### src/rtl/cpu_pkg.sv
// Shared opcodes, controller states and instruction-field helpers for param_cpu_core.
package cpu_pkg;

  localparam logic [2:0] OP_LOAD = 3'd0;
  localparam logic [2:0] OP_MOV  = 3'd1;
  localparam logic [2:0] OP_ADD  = 3'd2;
  localparam logic [2:0] OP_SUB  = 3'd3;
  localparam logic [2:0] OP_AND  = 3'd4;
  localparam logic [2:0] OP_XOR  = 3'd5;
  localparam logic [2:0] OP_BRZ  = 3'd6;
  localparam logic [2:0] OP_HALT = 3'd7;

  // Helpers take a zero-extended instruction so one definition serves every width.
  localparam int FIELD_W = 64;

  typedef enum logic [2:0] {
    IDLE,
    FETCH,
    EXEC,
    WB,
    HALTED
  } state_t;

  function automatic logic [2:0] instr_op(input logic [FIELD_W-1:0] instr,
                                          input int instr_w);
    return instr[instr_w-1 -: 3];
  endfunction

  function automatic logic [FIELD_W-1:0] instr_rd(input logic [FIELD_W-1:0] instr,
                                                  input int ra, input int width);
    return (instr >> width) & ((FIELD_W'(1) << ra) - FIELD_W'(1));
  endfunction

  function automatic logic [FIELD_W-1:0] instr_imm(input logic [FIELD_W-1:0] instr,
                                                   input int width);
    return instr & ((FIELD_W'(1) << width) - FIELD_W'(1));
  endfunction

  function automatic logic writes_reg(input logic [2:0] op);
    return op <= OP_XOR;
  endfunction

  function automatic logic writes_carry(input logic [2:0] op);
    return (op == OP_ADD) || (op == OP_SUB);
  endfunction

endpackage

### src/rtl/param_cpu_core_alu.sv
// Combinational ALU: a is R[rd], b is R[rs] (or the immediate for LOAD); c is carry/borrow.
module param_alu
  import cpu_pkg::*;
#(
  parameter int WIDTH = 4
) (
  input  logic [WIDTH-1:0] a,
  input  logic [WIDTH-1:0] b,
  input  logic [2:0]       op,
  output logic [WIDTH-1:0] y,
  output logic             c
);

  logic [WIDTH:0] w_sum;
  logic [WIDTH:0] w_diff;

  // The extra top bit of the difference is set exactly when a < b (unsigned borrow).
  assign w_sum  = {1'b0, a} + {1'b0, b};
  assign w_diff = {1'b0, a} - {1'b0, b};

  always_comb begin
    y = '0;
    c = 1'b0;
    case (op)
      OP_LOAD: y = b;
      OP_MOV:  y = b;
      OP_ADD: begin
        y = w_sum[WIDTH-1:0];
        c = w_sum[WIDTH];
      end
      OP_SUB: begin
        y = w_diff[WIDTH-1:0];
        c = w_diff[WIDTH];
      end
      OP_AND:  y = a & b;
      OP_XOR:  y = a ^ b;
      default: ;
    endcase
  end

endmodule

### src/rtl/param_cpu_core.sv
// Multi-cycle core: program memory with load mode, FETCH/EXEC/WB run loop, carry flag and BRZ.
module param_cpu_core
  import cpu_pkg::*;
#(
  parameter  int WIDTH      = 4,
  parameter  int NREGS      = 4,
  parameter  int IMEM_DEPTH = 16,
  localparam int RA         = $clog2(NREGS),
  localparam int PA         = $clog2(IMEM_DEPTH),
  localparam int INSTR_W    = 3 + RA + WIDTH
) (
  input  logic               clk,
  input  logic               reset,
  input  logic               switch_mode,
  input  logic               load_en,
  input  logic [PA-1:0]      load_addr,
  input  logic [INSTR_W-1:0] instruction,
  input  logic               execute,
  output logic [WIDTH-1:0]   leds,
  output logic               carry,
  output logic               busy,
  output logic               done
);

  state_t             r_state;
  state_t             w_state_nxt;
  logic [PA-1:0]      r_pc;
  logic [INSTR_W-1:0] r_ir;
  logic [WIDTH-1:0]   r_res;
  logic               r_c_nxt;
  logic               r_brz_take;
  logic [WIDTH-1:0]   r_regs [NREGS];
  logic [INSTR_W-1:0] r_imem [IMEM_DEPTH];
  logic [WIDTH-1:0]   r_leds;
  logic               r_carry;
  logic               r_busy;
  logic               r_done;

  logic [2:0]         w_op;
  logic [RA-1:0]      w_rd;
  logic [RA-1:0]      w_rs;
  logic [WIDTH-1:0]   w_imm;
  logic [WIDTH-1:0]   w_alu_b;
  logic [WIDTH-1:0]   w_alu_y;
  logic               w_alu_c;
  logic               w_start;
  logic               w_load;

  assign w_op  = instr_op(FIELD_W'(r_ir), INSTR_W);
  assign w_rd  = RA'(instr_rd(FIELD_W'(r_ir), RA, WIDTH));
  assign w_imm = WIDTH'(instr_imm(FIELD_W'(r_ir), WIDTH));
  assign w_rs  = w_imm[RA-1:0];

  assign w_start = ((r_state == IDLE) || (r_state == HALTED)) && execute && switch_mode;
  assign w_load  = (r_state == IDLE) && load_en && !switch_mode;

  assign w_alu_b = (w_op == OP_LOAD) ? w_imm : r_regs[w_rs];

  param_alu #(
    .WIDTH(WIDTH)
  ) u_alu (
    .a  (r_regs[w_rd]),
    .b  (w_alu_b),
    .op (w_op),
    .y  (w_alu_y),
    .c  (w_alu_c)
  );

  always_ff @(posedge clk or posedge reset) begin
    if (reset) r_state <= IDLE;
    else       r_state <= w_state_nxt;
  end

  always_comb begin
    w_state_nxt = r_state;
    case (r_state)
      IDLE:    if (w_start) w_state_nxt = FETCH;
      FETCH:   w_state_nxt = EXEC;
      EXEC:    w_state_nxt = WB;
      WB:      w_state_nxt = (w_op == OP_HALT) ? HALTED : FETCH;
      HALTED: begin
        if (w_start)           w_state_nxt = FETCH;
        else if (!switch_mode) w_state_nxt = IDLE;
      end
      default: w_state_nxt = IDLE;
    endcase
  end

  // Architectural state: cleared by reset, kept across runs otherwise.
  always_ff @(posedge clk or posedge reset) begin
    if (reset) begin
      r_pc    <= '0;
      r_leds  <= '0;
      r_carry <= 1'b0;
      r_busy  <= 1'b0;
      r_done  <= 1'b0;
      for (int i = 0; i < NREGS; i++) r_regs[i] <= '0;
    end else begin
      r_busy <= (w_state_nxt == FETCH) || (w_state_nxt == EXEC) || (w_state_nxt == WB);
      r_done <= (w_state_nxt == HALTED);
      if (w_start) begin
        r_pc <= '0;
      end else if (r_state == WB) begin
        if (writes_reg(w_op)) begin
          r_regs[w_rd] <= r_res;
          r_leds       <= r_res;
        end
        if (writes_carry(w_op)) r_carry <= r_c_nxt;
        if ((w_op == OP_BRZ) && r_brz_take) r_pc <= PA'(w_imm);
        else                                r_pc <= r_pc + PA'(1);
      end
    end
  end

  // Per-instruction pipeline holding registers, only meaningful inside a run.
  always_ff @(posedge clk) begin
    if (r_state == FETCH) r_ir <= r_imem[r_pc];
    if (r_state == EXEC) begin
      r_res      <= w_alu_y;
      r_c_nxt    <= w_alu_c;
      r_brz_take <= (r_regs[w_rd] == '0);
    end
  end

  always_ff @(posedge clk) begin
    if (w_load) r_imem[load_addr] <= instruction;
  end

  assign leds  = r_leds;
  assign carry = r_carry;
  assign busy  = r_busy;
  assign done  = r_done;

endmodule
### config.mk
export PLATFORM = sky130hd
export DESIGN_NAME = param_cpu_core
export DESIGN_NICKNAME = d
export VERILOG_FILES = /design/src/rtl/cpu_pkg.sv /design/src/rtl/param_cpu_core_alu.sv /design/src/rtl/param_cpu_core.sv
export SDC_FILE = /design/constraint.sdc
export NUM_CORES = 1
export LEC_CHECK = 0
export ABC_AREA = 1
export CAP_MARGIN = 20
export CORE_MARGIN = 5
export CORE_UTILIZATION = 35
export DETAILED_ROUTE_END_ITERATION = 10
export GPL_ROUTABILITY_DRIVEN = 0
export GPL_TIMING_DRIVEN = 0
export HOLD_SLACK_MARGIN = 0.05
export SLEW_MARGIN = 10
export SYNTH_ARGS = -nofsm -noshare
export SYNTH_HDL_FRONTEND = slang
export SYNTH_SLANG_ARGS = --single-unit
### constraint.sdc
create_clock -name clk -period 6.67 [get_ports clk]
set_clock_uncertainty 0.15 [all_clocks]
set_input_delay 1.334 -clock clk [delete_from_list [all_inputs] [get_ports clk]]
set_output_delay 1.334 -clock clk [all_outputs]
set_load 0.005 [all_outputs]
== Word level (Yosys, flattened, before mapping) ==
Memories as Yosys holds them, arrays and structs flattened. A register that Yosys moved wholly into a read port is not among the register bits.
Index checks and enable logic that the tools add are counted.
Widths: inputs -> output; s select.

* Register bits: 36
* Memory bits (writable): 144
* Output and inout port bits: 7
* Word-level logic and storage cells: 81
* Memories kept: 1

{| class="wikitable"
|+ Memories
! memory !! depth !! bits a word !! rd ports !! clocked after Yosys merged registers in !! wr ports !! line !! source
|-
| r_imem || 16 || 9 || 1 || 1 || 1 || param_cpu_core.sv:33 || <nowiki>logic [INSTR_W-1:0] r_imem [IMEM_DEPTH];</nowiki>
|}

* Add/subtract/negate cells: 3
* Order comparisons: 4
* Equality and inequality tests: 15
* Multiplexer cells: 22
* Bitwise operators: 5
* Reductions and logical operators: 18

{| class="wikitable"
|+ Operators with widths
! kind !! number
|-
| $mux 4 || 9
|-
| $pmux 4 s5 || 1
|-
| $eq 3x2->1 const B || 6
|-
| $eq 3x3->1 const B || 6
|-
| $bmux 4 s2 || 2
|-
| $bwmux 16 || 1
|-
| $pmux 3 s5 || 1
|-
| $mux 3 || 4
|-
| $eq 3x1->1 const B || 3
|-
| $demux 4 s2 || 1
|-
| $ge 3x3->1 const B || 2
|-
| $logic_and 1x1->1 || 6
|-
| $logic_not 3->1 || 2
|-
| $not 2->3 || 2
|-
| $reduce_and 3->1 || 2
|-
| $add 4x4->5 || 1
|-
| $sub 4x4->5 || 1
|-
| $add 4x1->4 const B || 1
|-
| $and 4x4->4 || 1
|-
| $logic_not 4->1 || 1
|-
| $logic_or 1x1->1 || 4
|-
| $xor 4x4->4 || 1
|-
| $le 3x3->1 const B || 1
|-
| $lt 3x1->1 const B || 1
|-
| 6 further kinds || 7
|}

== Logic depth before layout (Yosys ltp) ==
Gate-level depths: netlist of run 1.

* Depth in word-level cells: 9
* Mapped depth: 15
* Gate-level depth less buffers: 14

== Hierarchy ==
Synthesis of run 1 repeated with hierarchy kept, for this count alone.

* Cells, all modules: 917
* Area, all modules: 8784.7 µm²

{| class="wikitable"
|+ By module, submodules not included
! module !! instances !! cells an instance !! area an instance (µm²) !! sequential area each (µm²)
|-
| param_cpu_core || 1 || 834 || 8334.2 || 5525.3
|-
| param_alu || 1 || 83 || 450.4 || 0.0
|}

== Worst setup path before layout of run 1 ==
Ideal clock, no wire load.

* Kind: input to register
* Start point: input load_en
* End point: memory r_imem[0][0] (netlist bit), enable pin
* Setup time: 0.374 ns
* Arrival: 2.154 ns
* Data required time: 6.146 ns
* Slack: 3.992 ns
* Stages on the path: 4
* Cell sequence: nand3_1 -> nor2_1 -> nand3_1 -> nor2_1

* Word-level cells in the longest chain between the ends: 4

{| class="wikitable"
|+ RTL lines
! item !! line !! source
|-
| start, declared || param_cpu_core.sv:15 || <nowiki>input logic load_en,</nowiki>
|-
| $logic_and 1x1->1 (2 in series) || param_cpu_core.sv:55 || <nowiki>assign w_load = (r_state == IDLE) && load_en && !switch_mode;</nowiki>
|-
| $mux 1 || param_cpu_core.sv:126 || <nowiki>if (w_load) r_imem[load_addr] <= instruction;</nowiki>
|-
| $mux 1 (implied by the code) || param_cpu_core.sv:126 ||
|-
| end, declared || param_cpu_core.sv:33 ||
|}

No other way between the ends.

== Final worst setup path of run 1 ==
* Start point: input load_en
* End point: memory r_imem[5][4] (netlist bit), enable pin

The elaborated chain is that of the path after synthesis.

==> flow_summary.toml, run 1 <==
[floorplan]
start_util_pct = 35.40
core_um2 = 23400
die_w_um = 163.8
rows = 56
dieArea_um2 = 26850
ios = 25
die_h_um = 163.8

[grt]
antenna_found_initial = 0
grtUsageMet2_pct = 24.33
grt_max_degree = 21
met1_usage_pct = 20.30
track_usage_pct = 15.14
grt_pass1_wl_um = 30620
grt_pass1_vias = 5510
use_met3_pct = 3.538
grt.busiest_layer = "met2"
gr-total-overflow = 0

[clock_network]
clockBufferDepth = 2
clk_latency_ps = 440
cts_max_level = 4
cts_resized = 0
cts-root-buf = "clkbuf_16"
cts_tree = "done"
numCtsBuffers = 17
hold_buffers = 0
path_clk_slew_ps = 80
clock_sinks = 189
post_cts_buffers = 0

[sta]
min_period_ps = 3528
setup-violations-final = 0
final.period_utilization_pct = 52.89
setup_slack_ps = 3142
rsz0062_at_grt = "false"
maxSlewViolCount = 0
fmax_ghz = 0.2835
hold_violations = 0
max_slew_margin_pct = 39.35
tightest_slew_ps = 906.3
fin_tns_setup_ps = 0

[synth]
synth_top_area_share_pct = 57.63
ys_seq_elements = 189
yosys.area.top_type = "edfxtp_1"
syn_area_um2 = 8284
yosys-top-cells-area = "edfxtp_1 58%, dfrtp_1 9.1%, nor2_1 7.8%"
ys_types = 33
synth_fp_nets = 805
syn-instance-count = 776
synth.avg_cell_area_um2 = 10.68
ys_warn_count = 0
ys_seq_area_share_pct = 66.70

[cells_and_area]
mostFrequentLayoutCells = "172 x nor2_1, 159 x edfxtp_1, 89 x nand2_1, 77 x o21ai_0, 71 x nand3_1"
fill_cells = 2258
finalNonFillerCells = 1153
n_antenna_cell = 0
drive_above_1_share_pct = 9.113
fin_nets = 850
layout_commonest_cell = "nor2_1"
area_growth_syn_to_layout_pct = 15.59

[worst_hold_path]
hold-path-cell-count = 2
hp-class = "register to register"
min_from = "r_c_nxt"

[pwr]
power.density_nw_per_um2 = 445.8
ir_worst_vdd_mv = 0.1916
leakagePower_nw = 3.569

[worst_setup_path]
cp_data_arrival_time_ps = 3440
worstSetupPathType = "input port to register"
worstReg2RegStart = "r_ir[6]"
crit_start = "load_en"
rr_worst_depth = 12
crit_fanout = 9
endpoint_kind = "register"
worst_setup_path_start_kind = "input port"
cp.required_ps = 6580
r2r_slack_ps = 3810

[drt]
wl_um = 19940
drtAntennaViolNets = 0
vias_per_cell = 4.917
vias = 5669
wl_per_cell_um = 17.29
drt-initial-drc-count = 514
drcViolationCount = 0
dr.pass1.iters = 7

[placed_design]
dp.cells = 1121
dp_hpwl_um = 13790
io_buffer_count = 24
pre_cts_ws_ps = 2750

[job]
max_cap_viol_count = 0

[run_status]
run_status = "complete, no violations"
[report_power, final]
group | internal, mW | leakage (nW) | switching [mW] | total [mW]
Clock | 0.545 | 0.302 | 0.515 | 1.06
Combinational | 0.551 | 1.45 | 1.10 | 1.65
Sequential | 1.46 | 1.82 | 0.0967 | 1.56
Total | 2.56 | 3.57 | 1.71 | 4.27
[cell type report]
cell class                      instances  area [µm²]  share of cell area [%]
Clock buffer                           17       425.4                   4.443
Timing Repair Buffer                   26       272.8                   2.849
Multi-Input combinational cell        498        2382                   24.88
Buffer                                 30       155.1                   1.620
Tap cell                              319       399.1                   4.168
Inverter                               59       221.5                   2.313
Sequential cell                       189        5525                   57.70
Clock inverter                         15       193.9                   2.025
[critical path: stages]
cell,delay (ps)
clkdlybuf4s50_1,450
nand3_1,70
nor2_1,500
nand3_1,310
nor2_1,760
[metrics by stage]
step	hold slack (ps)	area, µm²	utilization [%]	total power [mW]
floorplan	302.6	8284	-	2.710
detailed placement	331.2	8956	38.27	3.228
CTS	347.0	9575	40.92	4.278
global route	377.0	9575	40.92	4.557
finish	339.6	9575	40.92	4.268
global placement	322.4	8924	38.13	3.187
[path summary, 6_finish.rpt]
| path | endpoint |
|---|---|
| min reg2reg | carry |
| max in group asynchronous | busy |
| min | carry |
| min in group asynchronous | r_regs[13] |
| max reg2reg | r_res[2] |
| max | r_imem[5][4] |
[synth_stat cells]
cell and count:
a21boi_1 1, a21oi_1 7, and2_1 1, buf_1 2, buf_2 10, buf_4 8, clkbuf_1 10, clkinv_1 1
dfrtp_1 30, edfxtp_1 159, fa_1 2, ha_1 9, inv_1 47, inv_2 11, nand2_1 89, nand2_2 5
nand3_1 71, nand3_4 1, nand4_1 2, nor2_1 172, nor2_2 3, nor2_4 1, nor2_8 1, nor3_1 1
nor3_4 1, o2111ai_1 1, o211ai_1 12, o21ai_0 77, o21ai_1 27, o22ai_1 10, o31ai_1 1, or2_2 1
xor2_1 2
[metal layers]
metal | wire length, µm | share of wire (%)
met1 | 8878 | 45
met4 | 553 | 2.8
met3 | 1382 | 6.9
met2 | 9125 | 46
met5 | 0 | 0
[sequential cells by signal, summed over array words and instances (netlist names)]
signal and count:
leds 4, r_pc 4, r_imem 144, r_state 3, r_regs 16, r_brz_take 1
r_ir 9, carry 1, busy 1, r_c_nxt 1, done 1, r_res 4
[logic make-up (layout without fill, tap and decap cells)]
logic type	Yosys count	count (layout)	share of synthesized area [%]
simple gates	349	349	17.87
flops	189	189	66.70
compound gates	136	136	8.836
buf+inv	89	147	4.546
fa+ha+maj	11	11	1.843
xor+xnor	2	2	0.2115
(Power assumes the default switching activity.)
==> run 2, diff against run 1 <==
- clock period: 6.67 -> 3.6 ns (I/O delays scaled with it)
==> results of run 2 <==
Same layout as run 1 (identical final DEF). Status: complete, no violations.
Among the figures that moved: setup slack after placement 2750 ps -> 294.4 ps; setup slack after layout 3142 ps -> 686.3 ps; register-to-register setup slack 3810 ps -> 740 ps; total power 4.268 mW -> 7.909 mW; worst IR drop on VDD 0.1916 mV -> 0.3550 mV
